### config.mk
export PLATFORM = sky130hd
export DESIGN_NAME = z80fi_trace_gen
export DESIGN_NICKNAME = d
export VERILOG_FILES = /design/src/rtl/z80fi_pkg.sv /design/src/rtl/z80fi_insn_collector.sv /design/src/rtl/z80fi_trace_gen.sv
export SDC_FILE = /design/constraint.sdc
export NUM_CORES = 1
export LEC_CHECK = 0
export CORE_AREA = 2 2 266 268
export DETAILED_ROUTE_END_ITERATION = 10
export DIE_AREA = 0 0 268 270
export SLEW_MARGIN = 5
export SYNTH_ARGS = -nofsm -noshare
export SYNTH_HDL_FRONTEND = slang
export SYNTH_SLANG_ARGS = --single-unit
### constraint.sdc
create_clock -name clk -period 6 [get_ports clk]
set_input_delay 1.5 -clock clk [delete_from_list [all_inputs] [get_ports clk]]
set_output_delay 1.5 -clock clk [all_outputs]
set_load 0.05 [all_outputs]
### src/rtl/z80fi_pkg.sv
// ---------------------------------------------------------------------------
// z80fi_pkg
//   Shared types and constants for the Z80 formal-interface trace generator.
//   - z80fi_regs_t         : packed snapshot of the architectural registers
//   - z80fi_state_e        : trace generator FSM states (IDLE, COLLECT)
//   - Z80FI_INSN_MAX_BYTES : default number of instruction bytes captured
// ---------------------------------------------------------------------------
package z80fi_pkg;

  localparam int Z80FI_INSN_MAX_BYTES = 4;

  typedef struct packed {
    logic [15:0] ip;
    logic [15:0] sp;
    logic [15:0] af;
    logic [15:0] bc;
    logic [15:0] de;
    logic [15:0] hl;
    logic [15:0] af2;
    logic [15:0] bc2;
    logic [15:0] de2;
    logic [15:0] hl2;
    logic [15:0] ix;
    logic [15:0] iy;
    logic [7:0]  i;
    logic [7:0]  r;
    logic        iff1;
    logic        iff2;
    logic [1:0]  im;
  } z80fi_regs_t;

  typedef enum logic {
    IDLE    = 1'b0,
    COLLECT = 1'b1
  } z80fi_state_e;

endpackage

### src/rtl/z80fi_insn_collector.sv
// ---------------------------------------------------------------------------
// z80fi_insn_collector
//   Byte buffer for one instruction. Bytes are packed little-end first:
//   byte 0 in insn[7:0], byte 1 in insn[15:8], and so on. Unused bytes stay
//   zero. Once INSN_BYTES bytes are held, further pushes are dropped.
//
// Ports
//   clk        : clock, rising edge
//   reset      : synchronous active-high reset
//   clear      : start a new instruction (empty buffer, len = 0)
//   push       : append push_byte; with clear it becomes byte 0
//   push_byte  : byte to append
//   insn       : captured bytes, 8*INSN_BYTES wide
//   len        : number of bytes captured, saturates at INSN_BYTES
// ---------------------------------------------------------------------------
module z80fi_insn_collector
  import z80fi_pkg::*;
#(
  parameter int INSN_BYTES = Z80FI_INSN_MAX_BYTES
) (
  input  logic                    clk,
  input  logic                    reset,
  input  logic                    clear,
  input  logic                    push,
  input  logic [7:0]              push_byte,
  output logic [8*INSN_BYTES-1:0] insn,
  output logic [2:0]              len
);

  localparam int         INSN_W  = 8 * INSN_BYTES;
  localparam logic [2:0] LEN_MAX = 3'(INSN_BYTES);

  // NOTE: sequential state is assigned with non-blocking (<=) only, so every
  // register samples the pre-edge values of its neighbours.
  always_ff @(posedge clk) begin
    if (reset) begin
      insn <= '0;
      len  <= '0;
    end else if (clear) begin
      if (push) begin
        insn <= {{(INSN_W-8){1'b0}}, push_byte};
        len  <= 3'd1;
      end else begin
        insn <= '0;
        len  <= '0;
      end
    end else if (push && (len < LEN_MAX)) begin
      insn[8*len +: 8] <= push_byte;
      len              <= len + 3'd1;
    end
  end

endmodule

### src/rtl/z80fi_trace_gen.sv
// ---------------------------------------------------------------------------
// z80fi_trace_gen
//   Builds one retired-instruction record per Z80 instruction: the bytes
//   fetched, their count, and the register file at start and at retire.
//   The record is published for one cycle after insn_done and held between
//   records.
//
// Optional feature (macro Z80FI_TRACE_ERR_EN):
//   adds the sticky z80fi_error output, set on byte overflow, on insn_done
//   with no open instruction, and on an abandoned instruction.
//
// Ports
//   clk, reset      : clock and synchronous active-high reset
//   insn_start      : first M1 fetch of an instruction begins
//   fetch_valid     : qualifies fetch_byte
//   fetch_byte      : instruction byte consumed by the current instruction
//   insn_done       : instruction retires this cycle
//   regs_cur        : committed registers (retiring writes visible)
//   z80fi_valid     : one-cycle record strobe
//   z80fi_insn      : captured bytes, byte 0 in [7:0], unused bytes zero
//   z80fi_insn_len  : number of bytes captured
//   z80fi_regs_in   : registers at instruction start
//   z80fi_regs_out  : registers at retire
//   z80fi_error     : sticky error flag (only with Z80FI_TRACE_ERR_EN)
// ---------------------------------------------------------------------------
module z80fi_trace_gen
  import z80fi_pkg::*;
#(
  parameter int INSN_BYTES = Z80FI_INSN_MAX_BYTES
) (
  input  logic                    clk,
  input  logic                    reset,
  input  logic                    insn_start,
  input  logic                    fetch_valid,
  input  logic [7:0]              fetch_byte,
  input  logic                    insn_done,
  input  z80fi_regs_t             regs_cur,
`ifdef Z80FI_TRACE_ERR_EN
  output logic                    z80fi_error,
`endif
  output logic                    z80fi_valid,
  output logic [8*INSN_BYTES-1:0] z80fi_insn,
  output logic [2:0]              z80fi_insn_len,
  output z80fi_regs_t             z80fi_regs_in,
  output z80fi_regs_t             z80fi_regs_out
);

  localparam logic [2:0] LEN_MAX = 3'(INSN_BYTES);

  z80fi_state_e            state;
  z80fi_regs_t             regs_in_q;
  logic                    col_clear;
  logic                    col_push;
  logic [8*INSN_BYTES-1:0] col_insn;
  logic [2:0]              col_len;
  logic [8*INSN_BYTES-1:0] rec_insn;
  logic [2:0]              rec_len;

  // A start always opens a fresh buffer; a fetch counts only while an
  // instruction is open or is being opened in the same cycle.
  assign col_clear = insn_start;
  assign col_push  = fetch_valid && ((state == COLLECT) || insn_start);

  z80fi_insn_collector #(
    .INSN_BYTES (INSN_BYTES)
  ) u_collector (
    .clk       (clk),
    .reset     (reset),
    .clear     (col_clear),
    .push      (col_push),
    .push_byte (fetch_byte),
    .insn      (col_insn),
    .len       (col_len)
  );

  // Record contents for a retire this cycle. A fetch byte arriving with
  // insn_done belongs to the retiring instruction, unless insn_start is also
  // high, in which case it is byte 0 of the next one.
  // NOTE: every always_comb output gets a default first so no path leaves it
  // unassigned and no latch is inferred.
  always_comb begin
    rec_insn = col_insn;
    rec_len  = col_len;
    if (fetch_valid && !insn_start && (col_len < LEN_MAX)) begin
      rec_insn[8*col_len +: 8] = fetch_byte;
      rec_len                  = col_len + 3'd1;
    end
  end

`ifdef Z80FI_TRACE_ERR_EN
  logic overflow;
  assign overflow = col_push && !col_clear && (col_len == LEN_MAX);
`endif

  always_ff @(posedge clk) begin
    if (reset) begin
      state          <= IDLE;
      regs_in_q      <= '0;
      z80fi_valid    <= 1'b0;
      z80fi_insn     <= '0;
      z80fi_insn_len <= '0;
      z80fi_regs_in  <= '0;
      z80fi_regs_out <= '0;
`ifdef Z80FI_TRACE_ERR_EN
      z80fi_error    <= 1'b0;
`endif
    end else begin
      z80fi_valid <= 1'b0;
      case (state)
        IDLE: begin
          if (insn_start) begin
            state     <= COLLECT;
            regs_in_q <= regs_cur;
          end
`ifdef Z80FI_TRACE_ERR_EN
          if (insn_done) z80fi_error <= 1'b1;
`endif
        end
        COLLECT: begin
          if (insn_done) begin
            z80fi_valid    <= 1'b1;
            z80fi_insn     <= rec_insn;
            z80fi_insn_len <= rec_len;
            z80fi_regs_in  <= regs_in_q;
            z80fi_regs_out <= regs_cur;
          end
          // Back-to-back retire/start: the new instruction starts from the
          // retiring one's final registers, and collection continues.
          if (insn_start) begin
            regs_in_q <= regs_cur;
          end else if (insn_done) begin
            state <= IDLE;
          end
`ifdef Z80FI_TRACE_ERR_EN
          if (insn_start && !insn_done) z80fi_error <= 1'b1;
`endif
        end
        default: state <= IDLE;
      endcase
`ifdef Z80FI_TRACE_ERR_EN
      if (overflow) z80fi_error <= 1'b1;
`endif
    end
  end

endmodule

==> qor.yml <==
run_status: "finished clean"
wl_per_cell_um: 18.0
drive_above_1_share_pct: 4.89
routed_wl_um: 80100
rows: 97
worstPathRequired_ns: 4.50
synth_xor_area_share_pct: 0
ys_types: 47
clock_path_buffers: 3
area_delta_synth_final_pct: 39.7
core_um2: 69500
antenna_left: 0
grt_max_degree: 207
worstReg2RegStart: "u_collector.len[0]"
tightest_slew_ns: 1.11
grt_pass1_vias: 19800
setup_viol: 0
synth_top_family_by_area: "simple AND/OR/NAND/NOR gates"
synth_ff_type: "dfxtp_1"
async_flop_share_pct: 0
vias: 21300
drv_slew: 0
whs_ns: 0.443
syn_area_per_cell_um2: 8.74
critPathBufInv: 1
crit_chain: "clkdlybuf4s50_1"
grt_overflow_total: 0
worstSetupPathType: "reg -> out"
p_leak_nw: 12.9
finalHoldViolCount: 0
critical_path.max_stage_delay_ns: 0.98
cts_setup_buffers: 0
cp_slowest_cell: "clkdlybuf4s50_1"
io_pins: 685
powerDensity_nw_per_um2: 315
synth_mux_area_share_pct: 8.81
dpl.hpwl_um: 53100
cts_tree: "yes"
die_h_um: 270
min_period_over_period_pct: 57.4
synthCells: 2872
cts-htree-levels: 3
synth-simple-area-share_pct: 17.7
wl_met2_um: 39300
grt_pass1_wl_um: 120000
min_path_type: "reg -> reg"
fp.dieW_um: 268
skew_ns: 0.0167
critPathLaunchType: "flip-flop"
die-area_um2: 72400
synthAdderAreaFrac_pct: 0.299
worstPathArrival_ns: 1.95
fmaxAchievable_mhz: 290
grt_use_total_pct: 21.1
worstSetupStartpoint: "z80fi_regs_out[194]"
topRoutingLayerUsed: "met5"
drt-met1-wl_um: 32800
drt_iter0_markers: 1131
numCtsBuffers: 78
path_clk_slew_ns: 0.06
cts_root_buffer: "clkbuf_16"
clock_latency_ns: 0.62
ys_seq_area_share_pct: 56.5
cts_resized: 0
ir_drop_v: 0.000215
port_buffers: 684
clock_sinks: 708
synth_warnings: 0
synth_area_um2: 25100
critPathTopFamily: "buffers and inverters"
vias_per_cell: 4.79
maxSlewHeadroom_pct: 26.1
drc: 0
synth_nets: 3103
drv_cap: 0
met3_length_um: 6260
drt_pass1_iterations: 5
holdCritStartpoint: "regs_in_q[153]"
path_max_fanout: 2
antenna_found_initial: 10
rsz0062_at_grt: "no"
finalSetupTns_ns: 0
cp-end-kind: "output pin"
ys_ff_latch: 708
nFillCells: 6668
start_util_pct: 36.1
area.sequential_um2: 14200
multi_input_area_um2: 9920
gp_congestion: 0.829
finalNetCount: 3664
synth_compound_area_share_pct: 12.7
cts_hold_buf: 0
synth-edff-count: 0
period_minus_slack_ns: 3.45
stage by stage:
stage	cells	setup slack, ns	util, %	power (mW)	cell area (um2)
5_1_grt	4439	2.49	50.4	11.5	35100
3_3_place_gp	4293	2.16	46.6	6.28	32400
2_1_floorplan	2872	3.42	-	5.79	25100
6_report	4441	2.55	50.5	11.1	35100
4_1_cts	4436	2.51	50.4	11.2	35100
3_5_place_dp	4293	2.11	46.6	6.29	32400
metal layers:
metal / track usage (%) / up-vias
met1: 25.4 / 9980
li1: - / 10600
met2: 35.6 / 536
met5: 0 / -
met4: 5.75 / 10
met3: 7.14 / 102
final timing paths:
path / depth (start not counted) / end / slack [ns]
setup / recovery: 1 / z80fi_regs_out[194] / 2.55
hold / removal: 2 / z80fi_regs_in[153] / 0.44
setup reg to reg: 6 / z80fi_insn[27] / 3.33
hold reg to reg: 2 / z80fi_regs_in[153] / 0.44
Yosys cell counts, drive strengths merged, types with 2 or more instances:
master | number | area share, %
nor2 | 232 | 3.5
nand4 | 8 | 0.20
nor3b | 2 | 0.10
o211ai | 16 | 0.48
and4 | 2 | 0.075
o2bb2ai | 16 | 0.56
o31ai | 16 | 0.48
a31oi | 10 | 0.27
a21oi | 437 | 8.7
mux2i | 221 | 8.8
nand2 | 857 | 13
ha | 6 | 0.30
o21ai | 19 | 0.38
o221ai | 8 | 0.28
a22o | 8 | 0.28
inv | 5 | 0.075
buf | 111 | 2.3
a311oi | 9 | 0.31
or2 | 2 | 0.050
clkbuf | 114 | 1.7
nand2b | 2 | 0.050
nand3 | 27 | 0.54
a32oi | 8 | 0.28
a22oi | 8 | 0.24
a221oi | 8 | 0.28
dfxtp | 708 | 56
layout make-up:
type	count	area share [%]
multi-input cells	1933	28.3
repair buffers	706	20.3
clock inverters	35	0.999
flip-flops and latches	708	40.4
clock buffers	108	6.58
well taps	940	3.35
diodes	5	0.0357
inverters	6	0.0642
power breakdown:
group	switching (mW)	internal (mW)	leakage [nW]
registers	0.0900	4.88	5.77
logic	0.770	0.443	5.75
clock network	1.99	2.88	1.33
cell usage in the layout, fill, tap and decap left out, types with 16 or more instances in the layout:
master,Yosys,layout
dfxtp_1,708,708
nand2_1,857,856
o2bb2ai_1,16,16
o211ai_1,16,16
o31ai_1,16,16
mux2i_1,221,221
nor2_1,231,231
clkdlybuf4s50_1,0,682
o21ai_0,19,19
clkinv_2,0,23
clkbuf_8,0,20
nand3_1,27,27
a21oi_1,437,437
clkbuf_16,0,80
kinds of logic after synthesis:
family / Yosys count
AND/OR/NAND/NOR: 1141
flip-flops: 708
AO/OA/AOI/OAI: 565
buffers and inverters: 231
multiplexers: 221
adder cells (fa/ha/maj): 6
registers in the layout, summed over array words and instances (netlist names):
signal / count
u_collector.len: 3
u_collector.insn: 32
z80fi_valid: 1
z80fi_regs_in: 212
regs_in_q: 212
z80fi_insn_len: 3
z80fi_regs_out: 212
state: 1
z80fi_insn: 32
No activity file was read; power rests on OpenSTA's default activity.
